### src/rtl/seg7_disp_arbiter.sv
`default_nettype none
// ============================================================================
// Module   : seg7_disp_arbiter
// Function : Round-robin owner arbiter for a shared 7-segment display with a
//            minimum dwell time; optional blanking via SEG7_ARB_BLANK_EN.
// Revision : 1.0 - initial release
// ============================================================================
module seg7_disp_arbiter #(
  parameter int DWELL_CYCLES = 262144
) (
  input  logic         CLK100MHZ,
  input  logic         CPU_RESETN,
  input  logic [2:0]   req,
  input  logic [2:0]   req_mode,
  input  logic [191:0] req_data,
  output logic [2:0]   grant,
  output logic         o_disp_mode,
  output logic [63:0]  o_disp_data,
  output logic         o_busy
);

  localparam logic [1:0]  c_IDLE       = 2'd0;
  localparam logic [1:0]  c_HOLD       = 2'd1;
  localparam logic [1:0]  c_RELEASE    = 2'd2;
  localparam logic [19:0] c_DWELL_LOAD = 20'(DWELL_CYCLES - 1);

  logic [1:0]  r_state;
  logic [1:0]  w_state_next;
  logic [1:0]  r_last_owner;
  logic [19:0] r_cnt;
  logic [1:0]  w_c0;
  logic [1:0]  w_c1;
  logic [1:0]  w_c2;
  logic [1:0]  w_win;
  logic [2:0]  w_win_onehot;
  logic        w_owner_req;
  logic        w_others;
  logic        w_cnt_zero;
  logic [63:0] w_lane;
  logic        w_lane_mode;

  function automatic logic [1:0] f_next_idx(input logic [1:0] idx);
    return (idx == 2'd2) ? 2'd0 : idx + 2'd1;
  endfunction

  // Candidate order starts just after the previous owner and wraps.
  always_comb begin
    w_c0 = f_next_idx(r_last_owner);
    w_c1 = f_next_idx(w_c0);
    w_c2 = f_next_idx(w_c1);
    if (req[w_c0])      w_win = w_c0;
    else if (req[w_c1]) w_win = w_c1;
    else                w_win = w_c2;
    w_win_onehot = 3'b001 << w_win;
  end

  assign w_owner_req = req[r_last_owner];
  assign w_others    = |(req & ~grant);
  assign w_cnt_zero  = (r_cnt == 20'd0);

  always_comb begin
    w_state_next = c_IDLE;
    case (r_state)
      c_HOLD: begin
        if (!w_owner_req || (w_cnt_zero && w_others)) w_state_next = c_RELEASE;
        else                                          w_state_next = c_HOLD;
      end
      default: begin
        if (|req) w_state_next = c_HOLD;
        else      w_state_next = c_IDLE;
      end
    endcase
  end

  always_comb begin
    case (r_last_owner)
      2'd0:    w_lane = req_data[63:0];
      2'd1:    w_lane = req_data[127:64];
      default: w_lane = req_data[191:128];
    endcase
    w_lane_mode = req_mode[r_last_owner];
  end

  always_ff @(posedge CLK100MHZ or negedge CPU_RESETN) begin
    if (!CPU_RESETN) begin
      r_state      <= c_IDLE;
      grant        <= 3'b000;
      r_last_owner <= 2'd2;
      r_cnt        <= 20'd0;
    end else begin
      r_state <= w_state_next;
      if (r_state != c_HOLD) begin
        if (|req) begin
          grant        <= w_win_onehot;
          r_last_owner <= w_win;
          r_cnt        <= c_DWELL_LOAD;
        end else begin
          grant <= 3'b000;
        end
      end else begin
        // Break-before-make: grant drops for the whole RELEASE cycle.
        if (w_state_next == c_RELEASE) grant <= 3'b000;
        if (!w_cnt_zero) r_cnt <= r_cnt - 20'd1;
      end
    end
  end

  always_ff @(posedge CLK100MHZ or negedge CPU_RESETN) begin
    if (!CPU_RESETN) begin
      o_disp_mode <= 1'b0;
      o_disp_data <= 64'h0;
    end else if (r_state == c_HOLD) begin
      o_disp_mode <= w_lane_mode;
      o_disp_data <= w_lane;
    end else begin
`ifdef SEG7_ARB_BLANK_EN
      o_disp_mode <= 1'b1;
      o_disp_data <= 64'hFFFF_FFFF_FFFF_FFFF;
`else
      o_disp_mode <= o_disp_mode;
      o_disp_data <= o_disp_data;
`endif
    end
  end

  assign o_busy = (r_state == c_HOLD);

endmodule
`default_nettype wire

### config.mk
export PLATFORM = sky130hd
export DESIGN_NAME = seg7_disp_arbiter
export DESIGN_NICKNAME = d
export VERILOG_FILES = /design/src/rtl/seg7_disp_arbiter.sv
export SDC_FILE = /design/constraint.sdc
export NUM_CORES = 1
export LEC_CHECK = 0
export CAP_MARGIN = 20
export CORE_ASPECT_RATIO = 0.7
export CORE_MARGIN = 2
export CORE_UTILIZATION = 30
export CTS_CLUSTER_DIAMETER = 100
export DETAILED_ROUTE_END_ITERATION = 8
export GPL_TIMING_DRIVEN = 0
export PLACE_DENSITY = 0.66
export SLEW_MARGIN = 20
export SYNTH_ARGS = -nofsm -noshare
export SYNTH_HDL_FRONTEND = slang
export SYNTH_SLANG_ARGS = --single-unit
### constraint.sdc
create_clock -name CLK100MHZ -period 4.6 [get_ports CLK100MHZ]
set_clock_uncertainty 0.1 [all_clocks]
set_input_delay 0.92 -clock CLK100MHZ [delete_from_list [all_inputs] [get_ports CLK100MHZ]]
set_output_delay 0.92 -clock CLK100MHZ [all_outputs]
set_load 0.01 [all_outputs]
======== Word-level counts from Yosys, hierarchy flattened ========
Cells that the tools add are included.
word-level totals
  register bits after elaboration ......... 92
  input port bits ......................... 200
  output and inout bits ................... 69
cells by class
  $add $sub $neg .......................... 4
  $lt $le $gt $ge ......................... 3
  equal/unequal tests ..................... 9
  shift-type cells ........................ 1
  multiplexer cells ....................... 23
  bitwise operators ....................... 2
  reduce and logical (&&, ||, !) cells .... 10
operator list
  operator                                                    count
  one-hot mux 64 bit (2 select lines)                         1
  2-to-1 mux 20 bit                                           3
  zero test 20 bit                                            1
  subtractor 20 x 1 -> 20 bit, second input constant          1
  2-to-1 mux 2 bit                                            7
  less-than comparator 2 x 3 -> 1 bit, second input constant  3
  2-to-1 mux 3 bit                                            3
  binary-select mux 1 bit (select 2 bit)                      4
  == test 2 bit, second input constant                        4
  adder 2 x 1 -> 2 bit, second input constant                 3
  OR reduction 3 bit                                          2
  2-to-1 mux 1 bit                                            5
  == test 2 x 1 -> 1 bit, second input constant               2
  inequality test 2 x 1 -> 1 bit, second input constant       2
  AND reduction 2 bit                                         2
  bitwise AND 3 bit                                           1
  inverter 3 bit                                              1
  << shifter 1 x 2 -> 3 bit, first input constant             1
  zero test 2 bit                                             1
  inequality test 2 bit, second input constant                1
  nonzero test 2 bit                                          1
  logical AND 1 bit                                           1
  zero test 1 bit                                             1
  logical OR 1 bit                                            1

======== Longest topological paths before layout ========
  word-level depth ........................ 11
  depth in mapped cells ................... 8
  depth with buffers taken out ............ 6

======== Least setup slack after synthesis ========
No wires, ideal clock.
  path kind ............................... input -> register
  start point ............................. in req[0]
  end point ............................... reg r_cnt[13]
  library setup time ...................... 134 ps
  data arrival time ....................... 1963 ps
  data required time ...................... 4366 ps
  path slack .............................. 2403 ps
  stages on the path ...................... 6
  buffers on the path ..................... 2
  cells stage by stage .................... clkbuf_1 nor3_1 or2_1 clkbuf_1 and2_1 mux2i_1
between the ends
  longest elaborated chain between the ends .. 3
ends and longest elaborated chain
  element                          line  text
  start: declaration               13    input logic [2:0] req,
  OR reduction 3 bit               93    if (|req) begin
  inequality test 2 bit (no line)  n/a
  AND reduction 2 bit (no line)    n/a
  end signal: assignment           96    r_cnt <= c_DWELL_LOAD;
  end signal: assignment           103   if (!w_cnt_zero) r_cnt <= r_cnt - 20'd1;
  end: declaration                 30    logic [19:0] r_cnt;
No other way between the ends.
A chain may end at the register's enable or synchronous reset.

======== Worst setup path after layout ========
  start point ............................. reg r_state[1]
  end point ............................... out o_busy
between the ends
  longest elaborated chain between the ends .. 1
ends and longest elaborated chain
  element                   line  text
  start: declaration        27    logic [1:0] r_state;
  start signal: assignment  86    r_state <= c_IDLE;
  start signal: assignment  91    r_state <= w_state_next;
  == test 2 x 1 -> 1 bit    126   assign o_busy = (r_state == c_HOLD);
  end: declaration          19    output logic o_busy
No other way between the ends.

==> impl_metrics.yaml <==
floorplan:
  initial_core_util: 0.305
  core_area_mm2: 0.0171
  rows: 40
  io_pins: 269
  die_x_um: 162
  die_area_mm2: 0.0185
  chipHeight_um: 114
setup_path:
  worst-path-max-fanout: 10
  crit_end: "o_busy"
  rr_endpoint: "grant[2]"
  worstSetupPathType: "register to output pin"
  crit_required_ns: 3.58
  critPathArrivalTime_ns: 2.30
  regToRegSetupSlack_ns: 2.21
  r2r_start: "r_state[1]"
  reg2reg_depth: 6
  cp-start-kind: "register"
  cp-end-kind: "output pin"
  startpoint: "r_state[1]"
sta:
  hold_violations: 0
  grt_setup_unrepaired: "no"
  relSlewSlack: 0.540
  final.period_utilization: 0.723
  finalMaxSlewViolations: 0
  setup_slack_ns: 1.28
  setup_viol: 0
  tightest_slew_ns: 0.691
  fin_crit_ns: 3.32
  clock.fmax_mhz: 301
  setup_tns_ns: 0
cts:
  cts.sinks: 92
  ctsResizeCount: 0
  cts_hold_buffers: 0
  insertion_delay_ns: 0.35
  cts_buffer_depth: 2
  root_buffer: "clkbuf_16"
  postCtsSetupBuffers: 0
  cts_tree: "built"
  numCtsBuffers: 9
  cts.htree.levels: 3
  clkTransAtPathRegs_ns: 0.06
yosys:
  synth_seq_cells: 92
  syn_inst: 604
  yosysTopAreaCell: "dfrtp_1"
  yosysSeqAreaShare: 0.441
  synth_edf_count: 0
  syn_nets: 806
  synth_cell_types: 53
  avgSynthCellArea_um2: 8.65
  synthArstFlopShare: 1.00
  synth_top_cell_area_share: 0.436
  yosys_most_used_dff: "dfrtp_1"
  ys_top_cells_by_count: "dfrtp_1, nor2_1, a21oi_1"
  synth_most_common_cell: "dfrtp_1"
  synth_area_leaders: "dfrtp_1, mux2i_1, a21oi_1"
  synth_warnings: 0
  syn-cell-area_mm2: 0.00523
min_path:
  holdCritPathClass: "input pin to async pin"
pwr:
  power_density_mw_per_mm2: 559
  switchingPower_mw: 1.96
  ir_worst_vdd_uv: 214
  p_leak_nw: 3.43
  swShare: 0.412
  power.total_mw: 4.76
  internal-power_mw: 2.80
  clockPowerShare: 0.161
  combPwrFrac: 0.564
  seqPwrFrac: 0.275
global_routing:
  grt_max_degree: 60
  grt_pass1_vias: 5437
  grt_first_pass_wirelength_mm: 29.8
  overflow: 0
  antenna_found_initial: 1
  track_usage: 0.208
job:
  cap_violations: 0
routing:
  drt_iter0_drc: 363
  via_per_inst: 4.89
  wirelength_mm: 19.1
  dr.pass1.iters: 4
  wl_per_cell_um: 17.1
  ant_nets: 0
  num_vias: 5463
  route.detailed.drc: 0
place:
  post-place-ws_ns: 1.66
  place_hpwl_mm: 14.6
  io_buffers: 266
  place.gp.congestion: 0.858
layout:
  drive_above_1_share: 0.0451
  nets: 1084
  n_antenna_cell: 0
  fin_util: 0.497
  area_growth_pct: 62.8
status:
  outcome: "finished clean"
-- final cells by class --
class / count / area, µm²
Timing Repair Buffer: 267 / 2690
Buffer: 49 / 209
Inverter: 7 / 26.3
Multi-Input combinational cell: 456 / 2690
Tap cell: 231 / 289
Clock buffer: 11 / 253
Clock inverter: 5 / 50.0
Sequential cell: 92 / 2300
Fill cell: 1723 / 8610
-- state kept, by name (all words and copies together), names as in the netlist --
name,count
r_last_owner,2
r_cnt,20
grant,3
o_disp_data,64
o_disp_mode,1
r_state,2
-- worst min path at each step --
stage / start / end / slack, ns
3_5_place_dp: o_disp_data[31] / o_disp_data[31] / 0.37
4_1_cts: CPU_RESETN / o_disp_data[11] / 0.37
3_3_place_gp: o_disp_data[31] / o_disp_data[31] / 0.36
2_1_floorplan: r_cnt[16] / r_cnt[16] / 0.40
6_report: CPU_RESETN / o_disp_data[11] / 0.37
5_1_grt: CPU_RESETN / o_disp_data[11] / 0.38
-- per-stage QoR --
stage / hold slack, ns / cells / area, µm²
after global routing: 0.378 / 1118 / 8510
after floorplan: 0.397 / 604 / 5230
after global placement: 0.362 / 1101 / 8180
final: 0.365 / 1118 / 8510
after CTS: 0.367 / 1118 / 8510
after detailed placement: 0.370 / 1102 / 8210
-- metal layers --
| metal | wire length [µm] | track usage | vias to the layer above |
|---|---|---|---|
| li1 | - | - | 2684 |
| met1 | 8640 | 0.271 | 2562 |
| met2 | 8840 | 0.354 | 196 |
| met3 | 1390 | 0.0529 | 19 |
| met4 | 199 | 0.0413 | 2 |
| met5 | 13 | 0 | - |
-- power groups by stage --
| stage | clock network (mW) | logic (mW) | registers (mW) |
|---|---|---|---|
| finish | 0.766 | 2.68 | 1.31 |
| global route | 0.816 | 2.96 | 1.35 |
| CTS | 0.780 | 2.73 | 1.31 |
| detailed placement | 0 | 2.72 | 1.32 |
| global placement | 0 | 2.70 | 1.31 |
| floorplan | 0 | 1.29 | 1.44 |
-- cell usage in the layout, fill, tap and decap left out, types with 3 or more instances in the layout --
| master | synthesis | final |
|---|---|---|
| a21oi_1 | 73 | 73 |
| and2_1 | 3 | 3 |
| buf_1 | 10 | 10 |
| buf_2 | 10 | 10 |
| clkbuf_1 | 26 | 26 |
| clkbuf_16 | 0 | 9 |
| clkdlybuf4s50_1 | 0 | 265 |
| clkinv_2 | 0 | 4 |
| dfrtp_1 | 91 | 91 |
| inv_1 | 6 | 6 |
| mux2i_1 | 71 | 71 |
| nand2_1 | 72 | 72 |
| nand2b_1 | 6 | 6 |
| nand3_1 | 9 | 9 |
| nand4_1 | 3 | 3 |
| nor2_1 | 80 | 80 |
| nor2b_1 | 3 | 3 |
| nor3_1 | 3 | 3 |
| nor4_1 | 3 | 3 |
| o211ai_1 | 6 | 6 |
| o21ai_0 | 69 | 69 |
| o21ai_1 | 5 | 5 |
| o31ai_1 | 8 | 8 |
| or3_1 | 3 | 3 |
| or4_1 | 7 | 7 |
-- worst max-delay path, stage by stage, from the launching register on --
cell and delay, ns:
dfrtp_1 0.43, nand2b_1 0.16, buf_2 0.20, inv_2 0.12
clkbuf_1 0.41, clkdlybuf4s50_1 0.63
-- logic make-up after synthesis --
group,after synthesis,synth area share
AND/OR/NAND/NOR,208,0.189
AO/OA/AOI/OAI,175,0.184
flip-flops,92,0.441
multiplexers,71,0.136
buffers and inverters,56,0.0450
adder cells (fa/ha/maj),2,0.00479
Power figures use the tool's default switching activity.
